**src/rtl/jk_sync_counter.sv**
```systemverilog
// Synchronous modulo-N up/down counter.
// Every state bit is a JK storage cell. All state changes come from the
// J/K excitation built here; the excitation vectors are exported so each bit
// can be checked against the single-cell JK truth table.
module jk_sync_counter #(
    parameter int WIDTH  = 4,
    parameter int MODULO = 10
) (
    input  logic             clk,
    input  logic             clr,
    input  logic             en,
    input  logic             up,
    input  logic             load,
    input  logic [WIDTH-1:0] d,
    output logic [WIDTH-1:0] J,
    output logic [WIDTH-1:0] K,
    output logic [WIDTH-1:0] Q,
    output logic [WIDTH-1:0] Qn,
    output logic             tc,
    output logic             wrap
);

    // A modulo outside 2..2**WIDTH cannot be represented by the bank.
    if (MODULO < 2 || MODULO > (2 ** WIDTH)) begin : g_bad_modulo
        $error("jk_sync_counter: MODULO must satisfy 2 <= MODULO <= 2**WIDTH");
    end

    localparam logic [WIDTH-1:0] MAX_VAL = WIDTH'(MODULO - 1);

    logic             at_top;
    logic             at_bottom;
    logic [WIDTH-1:0] load_target;
    logic             chain;

    assign at_top    = (Q == MAX_VAL);
    assign at_bottom = (Q == '0);
    assign Qn        = ~Q;

    // Excitation generator: load, then the two wrap cases, then plain
    // binary counting in toggle form, otherwise hold (J = K = 0).
    always_comb begin
        J           = '0;
        K           = '0;
        chain       = 1'b1;
        load_target = (d > MAX_VAL) ? MAX_VAL : d;
        if (load) begin
            J = load_target;
            K = ~load_target;
        end else if (en) begin
            if (up && at_top) begin
                J = '0;
                K = '1;
            end else if (!up && at_bottom) begin
                J = MAX_VAL;
                K = ~MAX_VAL;
            end else begin
                for (int i = 0; i < WIDTH; i++) begin
                    J[i]  = chain;
                    K[i]  = chain;
                    chain = chain & (up ? Q[i] : Qn[i]);
                end
            end
        end
    end

    // Terminal count: the next enabled count step will wrap.
    always_comb begin
        tc = en & ~load & ~clr & ((up & at_top) | (~up & at_bottom));
    end

    // JK bank update with synchronous clear; wrap is the registered tc.
    always_ff @(posedge clk) begin
        if (clr) begin
            Q    <= '0;
            wrap <= 1'b0;
        end else begin
            Q    <= (J & ~Q) | (~K & Q);
            wrap <= tc;
        end
    end

endmodule

```
**config.mk**
```make
export PLATFORM = sky130hd
export DESIGN_NAME = jk_sync_counter
export DESIGN_NICKNAME = d
export VERILOG_FILES = /design/src/rtl/jk_sync_counter.sv
export SDC_FILE = /design/constraint.sdc
export NUM_CORES = 1
export LEC_CHECK = 0
export ABC_AREA = 1
export CORE_AREA = 10 10 47 49
export DETAILED_ROUTE_END_ITERATION = 16
export DIE_AREA = 0 0 57 59
export HOLD_SLACK_MARGIN = 0.06
export PLACE_DENSITY_LB_ADDON = 0.12
export REMOVE_ABC_BUFFERS = 1
export SYNTH_ARGS = -nofsm -noshare
export SYNTH_HDL_FRONTEND = slang
export SYNTH_SLANG_ARGS = --single-unit
```
**constraint.sdc**
```tcl
create_clock -name clk -period 2.7 [get_ports clk]
set_clock_uncertainty 0.1 [all_clocks]
set_input_delay 0.27 -clock clk [delete_from_list [all_inputs] [get_ports clk]]
set_output_delay 0.27 -clock clk [all_outputs]
set_load 0.02 [all_outputs]
```
==> flow_summary.json <==
{
  "ys_seq_area_share_pct": 22.7,
  "syn_inst": 81,
  "routed_via_density": 4.63,
  "layout-drive-gt1-share_pct": 14.4,
  "grt_antenna_before_repair": 0,
  "setup_slack_ns": 0.299,
  "die_area_sq_um": 3360,
  "rr_worst_depth": 9,
  "cts_made_buffers": 3,
  "path_buf_inv": 4,
  "io_pins": 27,
  "slew_viol_final": 0,
  "grt_pass1_vias": 597,
  "hpwl_mm": 1.24,
  "grt_util_all_layers_pct": 9.10,
  "ir_worst_vdd_mv": 0.276,
  "setup_viol": 0,
  "critPathKind": "input port to output port",
  "grt_overflow_total": 0,
  "h-tree-depth": 1,
  "cp_top_family": "buffers and inverters",
  "yosysWarnings": 0,
  "startpoint_type": "input port",
  "syn_area_per_cell_sq_um": 5.44,
  "path_max_fanout": 6,
  "grt_pass1_wl_mm": 2.49,
  "area_delta_synth_final_pct": 69.6,
  "critPathArrivalTime_ns": 2.03,
  "crit_path_start": "up",
  "crit_required_ns": 2.33,
  "finalHoldViolCount": 0,
  "layout_common_cells": "clkdlybuf4s50_1, nand2_1, inv_1, nor2_1",
  "die_y_um": 59,
  "maxCapViolations": 0,
  "layout.cells.non_filler": 127,
  "drc": 0,
  "tightest_slew_ns": 0.307,
  "drt-wirelength-per-cell_um": 11.5,
  "path_cells": "clkdlybuf4s50_1 > nor2_1 > nand3_1 > nand2_1 > inv_2 > nand2_1 > nand2_1 > nand2_1 > inv_1 > clkdlybuf4s50_1",
  "nets": 121,
  "p_leak_nw": 0.366,
  "hp-class": "flip-flop to flip-flop",
  "cts_tree": "built",
  "n_fill_cell": 156,
  "grt_max_degree": 9,
  "reg2reg_slack_ns": 1.39,
  "ctsRootBufferMaster": "clkbuf_4",
  "num_vias": 588,
  "min_period_ns": 2.40,
  "post-place-ws_ns": 0.295,
  "ctsResizeCount": 0,
  "yosys_register_bits": 5,
  "min_from": "Q[1]",
  "diodes": 0,
  "firstDrtPassIters": 4,
  "synth.distinct_cells": 17,
  "critPathSlowestCell": "clkdlybuf4s50_1",
  "min_period_over_period_pct": 88.9,
  "fmax_mhz": 417,
  "path_depth": 10,
  "cts.path.max_buffers": 2,
  "core_sq_um": 1400,
  "ant_nets": 0,
  "num_rows": 14,
  "finalSetupTns_ns": 0,
  "numPortBuffers": 26,
  "start_util_pct": 31.4,
  "cts_hold_buf": 0,
  "cpPeakStageDelay_ns": 0.59,
  "drt-initial-drc-count": 8,
  "r2r_start": "Q[0]",
  "place_congestion": 0.855,
  "fin_hold_ws_ns": 0.487,
  "numClockSinks": 5,
  "final_common_cell": "clkdlybuf4s50_1",
  "clk_latency_ns": 0.24,
  "rsz0062_at_grt": "no",
  "cp-end-kind": "output port",
  "powerDensity_nw_per_um2": 439,
  "status": "finished, final reports clean",
  "slew_headroom_pct": 79.5,
  "dieWidth_um": 57,
  "yosysTopAreaCell": "dfxtp_1",
  "worstSetupEndpoint": "K[3]",
  "place_inst": 123,
  "clk_transition_reported_paths_ns": 0.05,
  "syn_area_sq_um": 440,
  "crit_path_frequent_cell": "nand2_1",
  "synthTopCellsByArea": "dfxtp_1, nand2_1, inv_1",
  "r2r-end": "Q[3]",
  "cts_setup_buffers": 0,
  "drt-total-wl_mm": 1.47,
  "synth_top_area_share_pct": 22.7
}
[final cells by class]
cell class	count	area, sq um	share of cell area (%)
well taps	16	20.0	2.68
flip-flops and latches	5	100	13.4
clock buffers	4	26.3	3.52
multi-input cells	59	277	37.0
repair buffers	26	260	34.8
inverters	17	63.8	8.54
[worst register-to-register path, delay by kind of cell, from the launching register on]
family / cells / cell delay [ns]
AND/OR/NAND/NOR: 8 / 0.60
flip-flops: 1 / 0.44
buffers and inverters: 1 / 0.06
[registers in the layout, indices dropped and copies added (netlist names)]
| name | flops |
|---|---|
| Q | 4 |
| wrap | 1 |
[where the power goes]
| part | internal, mW | switching, mW |
|---|---|---|
| sequential | 0.0804 | 0.00891 |
| clock | 0.0559 | 0.0317 |
| combinational | 0.0676 | 0.0836 |
| total | 0.204 | 0.124 |
[logic make-up (layout without fill, tap and decap cells)]
kind of cell / Yosys count / after routing / share of synthesized area (%)
AOI/OAI and AO/OA: 12 / 12 / 16.2
buffers and inverters: 17 / 47 / 14.5
DFF: 5 / 5 / 22.7
and+or+nand+nor: 47 / 47 / 46.6
[synth_stat cells]
library cell and count:
o21ai_2 1, nand4_1 1, nor3_1 1, nand3_2 1
o21ai_0 1, nand3_1 5, a21oi_1 3, a21oi_2 2
inv_2 4, nand2_1 22, clkinv_1 1, dfxtp_1 5
inv_1 12, nor2_2 2, o21ai_1 5, nor2_1 12
nand2_2 3
[layer usage]
layer  part of all wire (%)  wire length (um)  GRT usage (%)
met1                     39               573           8.85
met4                    1.3                19           3.02
met5                      0                 0              0
met3                     14               199           7.08
met2                     46               674           14.6
[worst min-delay path by stage]
stage / endpoint / slack (ns) / cells past startpoint
after floorplan: wrap / 0.24 / 1
after global placement: Q[1] / 0.49 / 2
after detailed placement: Q[1] / 0.48 / 2
after CTS: Q[1] / 0.49 / 2
after global routing: Q[0] / 0.56 / 2
final: Q[1] / 0.49 / 2
[through the flow]
step	utilization [%]	power (mW)	instance area (sq um)
after CTS	53.3	0.333	747
after floorplan	-	0.171	440
after detailed placement	51.4	0.243	721
final	53.3	0.328	747
after global placement	51.4	0.243	721
after global routing	53.3	0.357	747
Power figures use the tool's default switching activity.
